==> config.mk <==
export PLATFORM = sky130hd
export DESIGN_NAME = kbd_scancode_fifo
export DESIGN_NICKNAME = d
export VERILOG_FILES = /design/src/rtl/kbd_scancode_fifo.sv
export SDC_FILE = /design/constraint.sdc
export NUM_CORES = 1
export LEC_CHECK = 0
export CORE_MARGIN = 5
export CORE_UTILIZATION = 40
export DETAILED_ROUTE_END_ITERATION = 7
export PLACE_DENSITY = 0.59
export SYNTH_ARGS = -nofsm -noshare
export SYNTH_HDL_FRONTEND = slang
export SYNTH_SLANG_ARGS = --single-unit
==> constraint.sdc <==
create_clock -name iClk -period 4.2 [get_ports iClk]
set_clock_uncertainty 0.1 [all_clocks]
set_input_delay 0.63 -clock iClk [delete_from_list [all_inputs] [get_ports iClk]]
set_output_delay 0.63 -clock iClk [all_outputs]
set_load 0.02 [all_outputs]
==> src/rtl/kbd_scancode_fifo.sv <==
// Scancode FIFO behind port 60h with XT-style IRQ1 handshake on port 61h.
// Bytes are presented one at a time; a 61h bit7 pulse acknowledges each one.
module kbd_scancode_fifo #(
    parameter int DEPTH = 16,
    parameter int AW    = 4
) (
    input  logic        iClk,
    input  logic        iRstN,
    input  logic        iCodeValid,
    input  logic [7:0]  iCode,
    input  logic [19:0] iAddr,
    input  logic        iRd,
    input  logic        iWr,
    input  logic [7:0]  iData,
    output logic        oSel,
    output logic [7:0]  oData,
    output logic        oIrq,
    output logic        oOverflow
);

    typedef enum logic [1:0] {
        IDLE,
        PRES,
        ACK
    } state_t;

    localparam logic [AW:0] FULL = (AW + 1)'(DEPTH);

    state_t        state;
    state_t        state_nxt;
    logic [7:0]    mem [DEPTH];
    logic [AW-1:0] wr_ptr;
    logic [AW-1:0] rd_ptr;
    logic [AW:0]   count;
    logic [7:0]    hold;
    logic          clr;

    logic sel60;
    logic sel61;
    logic ack_wr;
    logic pop;
    logic push;
    logic drop;
    logic leave_ack;
    logic unused;

    assign sel60  = (iAddr[11:0] == 12'h060);
    assign sel61  = (iAddr[11:0] == 12'h061);
    assign ack_wr = iWr && sel61 && iData[7];
    assign unused = ^{iAddr[19:12], iData[6:0]};

    assign pop  = (state == IDLE) && (count != '0) && !clr;
    // A pop in the same cycle frees a slot, so a full FIFO still accepts.
    assign push = iCodeValid && ((count != FULL) || pop);
    assign drop = iCodeValid && !push;

    always_comb begin
        state_nxt = state;
        leave_ack = 1'b0;
        unique case (state)
            IDLE: begin
                if (pop) state_nxt = PRES;
            end
            PRES: begin
                if (ack_wr) state_nxt = ACK;
            end
            ACK: begin
                if (!clr) begin
                    state_nxt = IDLE;
                    leave_ack = 1'b1;
                end
            end
            default: state_nxt = IDLE;
        endcase
    end

    always_ff @(posedge iClk) begin
        if (push) mem[wr_ptr] <= iCode;
    end

    always_ff @(posedge iClk or negedge iRstN) begin
        if (!iRstN) begin
            state     <= IDLE;
            wr_ptr    <= '0;
            rd_ptr    <= '0;
            count     <= '0;
            hold      <= 8'h00;
            clr       <= 1'b0;
            oSel      <= 1'b0;
            oData     <= 8'h00;
            oIrq      <= 1'b0;
            oOverflow <= 1'b0;
        end else begin
            state <= state_nxt;
            oIrq  <= (state_nxt == PRES);
            if (push) wr_ptr <= wr_ptr + 1'b1;
            if (pop) begin
                rd_ptr <= rd_ptr + 1'b1;
                hold   <= mem[rd_ptr];
            end
            if (push && !pop) count <= count + 1'b1;
            else if (pop && !push) count <= count - 1'b1;
            if (iWr && sel61) clr <= iData[7];
            if (drop) oOverflow <= 1'b1;
            else if (leave_ack) oOverflow <= 1'b0;
            oSel <= iRd && sel60;
            if (iRd && sel60) oData <= hold;
        end
    end

endmodule
==> impl_metrics.yaml, run 1 <==
clock_tree:
  cts_resized: 0
  cts_buffers: 17
  clk_latency_ps: 420
  cts.sinks: 163
  cts_tree: "built"
  cts_root_buffer: "clkbuf_16"
  hold_buffers: 0
  cts_buffer_depth: 2
  cts_setup_buffers: 0
  htree_levels: 4
  path_clk_slew_ps: 60
yosys:
  avgSynthCellArea_um2: 19.1
  netlist_instances: 346
  yosys_warnings: 0
  ys_seq_area_share_pct: 71.5
  synth_cell_type_count: 39
  synth-seq-cells: 163
  synthesis.area_mm2: 0.00660
  syn-num-nets: 397
critical_path:
  crit_chain: "or4_4 > o21a_1 > inv_2 > ha_1 > inv_1 > fa_1 > a21o_1 > a21oi_1 > mux2i_1 > xnor2_1"
  cp_slowest_cell: "or4_4"
  reg2reg_to: "count[4]$_DFFE_PN0P_"
  r2r-start: "count[3]$_DFFE_PN0P_"
  worst-r2r-cell-count: 10
  crit_fanout: 21
  crit_arrival_ps: 3510
  path_depth: 10
  max_stage_delay_ps: 580
  critical_path_class: "reg -> reg"
  crit_required_ps: 4440
  endpoint_kind: "flip-flop"
  crit_family: "compound AO/OA/AOI/OAI gates"
  rrSetupSlack_ps: 930
  cp_num_buf_inv: 2
  crit_path_start_kind: "flip-flop"
global_routing:
  grt_pass1_wl_um: 18900
  grt_max_degree: 36
  grt_usage_pct: 13.0
  grt_pass1_vias: 3285
  antenna_found_initial: 0
  grt.overflow.total: 0
placement:
  portBuffers: 36
  pre_cts_slack_ps: 902
  place_area_mm2: 0.00718
  placed_cells: 592
  gp_congestion: 0.778
  hpwlAfterDp_um: 7700
timing:
  maxSlewViolCount: 0
  final.setup.tns_ps: 0
  final-setup-viol-count: 0
  hold_viol_final: 0
  holdWs_ps: 201
  slew_headroom_pct: 39.5
  worst_pin_slew_ps: 904
  fmax_ghz: 0.306
  finalCritPeriodShare_pct: 77.9
  finalCriticalPeriod_ps: 3270
  rsz0062_at_grt: "no"
  worst_slack_ps: 927
pwr:
  power_frac_comb_pct: 13.0
  ir_worst_vdd_v: 0.000329
  p_leak_uw: 0.00268
  p_per_area_mw_per_mm2: 516
  p_switching_uw: 1000
  pwr-share-seq_pct: 51.4
  clkPwrFrac_pct: 35.6
  internal-power_uw: 2990
  sw_frac_of_total_pct: 25.1
routing:
  drtIter0Drc: 134
  vias: 3213
  drt_wl_total_um: 11800
  ant_nets: 0
  drcViolationCount: 0
  viasPerCell: 5.15
  drt-pass1-iter-count: 4
  routedWlPerCell_um: 18.9
floorplan:
  start_util_pct: 40.2
  die_h_um: 138
  ios: 52
  coreArea_mm2: 0.0164
  rows: 47
  die_w_um: 138
  dieArea_mm2: 0.0192
final_layout:
  most-common-layout-cells: "edfxtp_1, dfrtp_1, clkdlybuf4s50_1"
  synthToLayoutAreaGrowth_pct: 17.0
  layout_commonest_cell: "edfxtp_1"
  num_antenna_cells: 0
  final_nets: 442
  final_layout_size_suffix_gt1_share_pct: 17.1
  final_area_mm2: 0.00772
  final_cells: 624
  fillers: 1362
job:
  max-cap-violations: 0
run_status:
  outcome: "completed"
hold_path:
  hp-class: "in -> async"
worst max-delay path by stage:
stage	slack, ps	from	endpoint
global placement	930	iCodeValid	count[4]$_DFFE_PN0P_
global route	710	count[3]$_DFFE_PN0P_	count[4]$_DFFE_PN0P_
floorplan	1340	count[3]$_DFFE_PN0P_	count[4]$_DFFE_PN0P_
finish	930	count[3]$_DFFE_PN0P_	count[4]$_DFFE_PN0P_
CTS	910	count[3]$_DFFE_PN0P_	count[4]$_DFFE_PN0P_
detailed placement	900	iCodeValid	count[4]$_DFFE_PN0P_
power by group through the flow:
stage	sequential, µW	clock, µW	combinational, µW
2_1_floorplan	2040	0	375
3_3_place_gp	2070	0	514
3_5_place_dp	2080	0	525
4_1_cts	2050	1460	527
5_1_grt	2070	1530	577
6_report	2050	1420	517
flip-flops by register name (all words and copies together), names as in the netlist, 2 cells and up:
name / cells
rd_ptr: 4
wr_ptr: 4
mem: 128
oData: 8
hold: 8
state: 2
count: 5
layer usage:
metal / vias up / GRT usage, % / part of all wire [%]
met5: - / 0 / 0
li1: 1486 / - / -
met2: 62 / 20.2 / 47
met4: 0 / 4.21 / 0.95
met3: 10 / 4.18 / 4.7
met1: 1655 / 17.6 / 47
cell usage after synthesis:
cell / instances / area, µm²
edfxtp_1: 128 / 3840
dfrtp_1: 35 / 876
mux4_1: 24 / 631
mux2_2: 18 / 203
o22ai_1: 16 / 100
nor2_1: 15 / 56.3
a21oi_1: 10 / 50.1
nand2_1: 10 / 37.5
ha_1: 9 / 113
xnor2_1: 9 / 78.8
mux4_2: 8 / 180
clkbuf_1: 6 / 22.5
inv_1: 6 / 22.5
nor3_1: 6 / 30.0
o21ai_0: 6 / 30.0
buf_6: 5 / 56.3
buf_1: 4 / 15.0
nand2b_1: 4 / 25.0
nand4_1: 3 / 18.8
a21o_1: 2 / 15.0
a31oi_1: 2 / 12.5
and3_1: 2 / 12.5
nand3b_1: 2 / 15.0
a22o_1: 1 / 8.76
buf_2: 1 / 5.00
buf_4: 1 / 7.51
fa_1: 1 / 20.0
inv_2: 1 / 3.75
mux2i_1: 1 / 10.0
nand2_4: 1 / 11.3
nor3_2: 1 / 10.0
nor4_1: 1 / 6.26
nor4bb_1: 1 / 10.0
o211ai_4: 1 / 21.3
o21a_1: 1 / 7.51
o31a_1: 1 / 8.76
or2_2: 1 / 6.26
or4_4: 1 / 11.3
xor2_1: 1 / 8.76
final cells by class:
type                       count  area, µm²  area share [%]
sequential                   163       4720            61.1
multi-input combinational    159       1750            22.6
clock buffer                  19        433            5.61
timing repair buffer          43        408            5.28
tap                          220        275            3.57
clock inverter                13        110            1.43
inverter                       7       26.3           0.340
cell families (layout without fill, tap and decap cells):
logic type / Yosys count / in the layout / share of synthesized area [%]
xor+xnor: 10 / 10 / 1.33
mux: 51 / 51 / 15.5
simple gates: 48 / 48 / 3.79
buf+inv: 24 / 82 / 2.01
fa+ha+maj: 10 / 10 / 2.01
compound gates: 40 / 40 / 3.85
flops: 163 / 163 / 71.5
through the flow:
stage / total power (µW) / util, %
global placement: 2580 / 43.7
CTS: 4030 / 47.1
global route: 4170 / 47.1
detailed placement: 2610 / 43.7
floorplan: 2420 / -
finish: 3990 / 47.1
No activity file was read; power rests on OpenSTA's default activity.
==> run 2: changes to the inputs <==
PLACE_DENSITY = 0.62   (was 0.59)
clock period = 2.7 ns   (was 4.2 ns; I/O delays follow)
==> run 2 against run 1 <==
Setup slack lost 860 ps. Sequential power is 55% higher. Clock power is 61% higher. Critical path depth is 1 lower. Register-to-register slack got worse by 860 ps. Worst hold slack better by 200 ps. Combinational power increased by 88%. Total power increased by 61%. Critical endpoint unchanged. Largest cell class unchanged. Largest power group unchanged. Highest routed layer unchanged.
==> impl_metrics.yaml, run 2 (synthesized netlist as in run 1, its figures left out) <==
clock_tree:
  cts_buffers: 17
  cts_buffer_depth: 2
  cts.sinks: 163
  cts_root_buffer: "clkbuf_16"
  htree_levels: 4
  path_clk_slew_ps: 60
  clk_latency_ps: 420
  cts_tree: "built"
critical_path:
  endpoint_kind: "flip-flop"
  critical_path_class: "reg -> reg"
  crit_arrival_ps: 2880
  crit_fanout: 5
  crit_path_start_kind: "flip-flop"
  crit_required_ps: 2950
routing:
  ant_nets: 0
  drt_wl_total_um: 12300
  routedWlPerCell_um: 19.1
  vias: 3370
  drcViolationCount: 0
  drt-pass1-iter-count: 4
  drtIter0Drc: 182
  viasPerCell: 5.23
timing:
  final-setup-viol-count: 0
  slew_headroom_pct: 47.2
  maxSlewViolCount: 0
  rsz0062_at_grt: "yes"
  finalCritPeriodShare_pct: 97.6
  finalCriticalPeriod_ps: 2630
  fmax_ghz: 0.380
  final.setup.tns_ps: 0
  hold_viol_final: 0
  worst_pin_slew_ps: 792
floorplan:
  rows: 47
  start_util_pct: 40.2
  ios: 52
  dieArea_mm2: 0.0192
  coreArea_mm2: 0.0164
  die_h_um: 138
  die_w_um: 138
final_layout:
  largest-register: "mem"
  seqCellArea_mm2: 0.00472
  fillers: 1333
  multi_input_area_mm2: 0.00179
  most-common-layout-cells: "edfxtp_1, dfrtp_1, clkdlybuf4s50_1"
  final_cells: 644
  final_layout_size_suffix_gt1_share_pct: 22.6
  largest_register_ffs: 128
  reg.largest.list: "mem: 128 flops, hold: 8 flops, oData: 8 flops"
  num_antenna_cells: 0
  final_nets: 463
  synthToLayoutAreaGrowth_pct: 20.7
  layout_commonest_cell: "edfxtp_1"
global_routing:
  grt.overflow.total: 0
  grt_pass1_wl_um: 19800
  grt_pass1_vias: 3573
  grt_max_degree: 36
  antenna_found_initial: 0
  grt_usage_pct: 13.5
pwr:
  p_per_area_mw_per_mm2: 808
  clkPwrFrac_pct: 35.6
  power_frac_comb_pct: 15.1
  internal-power_uw: 4830
  p_leak_uw: 0.00281
  sw_frac_of_total_pct: 24.9
  p_switching_uw: 1610
  pwr-share-seq_pct: 49.3
  ir_worst_vdd_v: 0.000554
placement:
  placed_cells: 609
  portBuffers: 36
  hpwlAfterDp_um: 7840
  gp_congestion: 0.766
run_status:
  outcome: "completed"
job:
  max-cap-violations: 0
hold_path:
  hp-class: "reg -> reg"
## run 2: cell types whose count changed in the layout (fill, tap and decap cells not counted), sizes merged
cell,before,now
buf,8,28
clkbuf,19,18
bufinv,1,2
dlygate4sd3,0,1
clkinv,4,6
clkinvlp,5,3
inv,10,9
## run 2: repair_timing
action / 4_1_cts / 5_1_grt
buffers inserted: 0 / 3
resized for setup: 0 / 4
hold endpoints to repair: 35 / 0
hold buffers: 1 / 0
setup endpoints to repair: 0 / 1
## run 2: per-stage QoR
stage	util (%)	instance area [µm²]	total power [µW]	hold slack [ps]	worst slack, ps
floorplan	-	6620	3780	9.41	-11.6
global placement	44.7	7340	4090	388	94.0
detailed placement	44.7	7340	4150	393	33.8
CTS	48.2	7920	6450	409	31.6
global route	48.5	7970	6740	429	-51.7
finish	48.5	7970	6440	402	66.1
## run 2: power groups by stage
| stage | clock [µW] | combinational (µW) | sequential [µW] |
|---|---|---|---|
| 4_1_cts | 2350 | 929 | 3180 |
| 3_3_place_gp | 0 | 883 | 3210 |
| 6_report | 2290 | 973 | 3170 |
| 2_1_floorplan | 0 | 600 | 3180 |
| 5_1_grt | 2460 | 1080 | 3210 |
| 3_5_place_dp | 0 | 923 | 3230 |
## run 2: layer usage
layer	GRT usage, %	up-vias	routed length (µm)
li1	-	1531	-
met1	17.6	1748	5440
met2	21.3	70	6030
met3	3.87	21	608
met4	5.72	0	215
met5	0	-	0
## run 2: final cells by class
cell class                 instances  share of cell area (%)
clock inverter                    13                    1.71
timing repair buffer              64                    7.29
sequential                       163                    59.3
inverter                           7                   0.424
clock buffer                      18                    5.39
multi-input combinational        159                    22.5
tap                              220                    3.46
## run 2: critical path, cell delays in order (launching register included)
cell     delay (ps)
dfrtp_1         380
or4_4           550
o31a_1          370
ha_4            200
inv_6            70
ha_4            210
a21o_1          190
a21oi_2         140
mux2i_1         220
xnor2_1         130
## run 2: final timing paths
kind                                           start                   end  slack [ps]  cells after the start
worst min-delay path            oData[7]$_DFFE_PN0P_  oData[7]$_DFFE_PN0P_         400                      1
worst max-delay path            count[0]$_DFFE_PN0P_  count[4]$_DFFE_PN0P_          70                      9
max in group asynchronous                      iRstN        oSel$_DFF_PN0_        1490                      2
worst max register to register  count[0]$_DFFE_PN0P_  count[4]$_DFFE_PN0P_          70                      9
min in group asynchronous                      iRstN  count[4]$_DFFE_PN0P_         510                      2
worst min register to register  oData[7]$_DFFE_PN0P_  oData[7]$_DFFE_PN0P_         400                      1
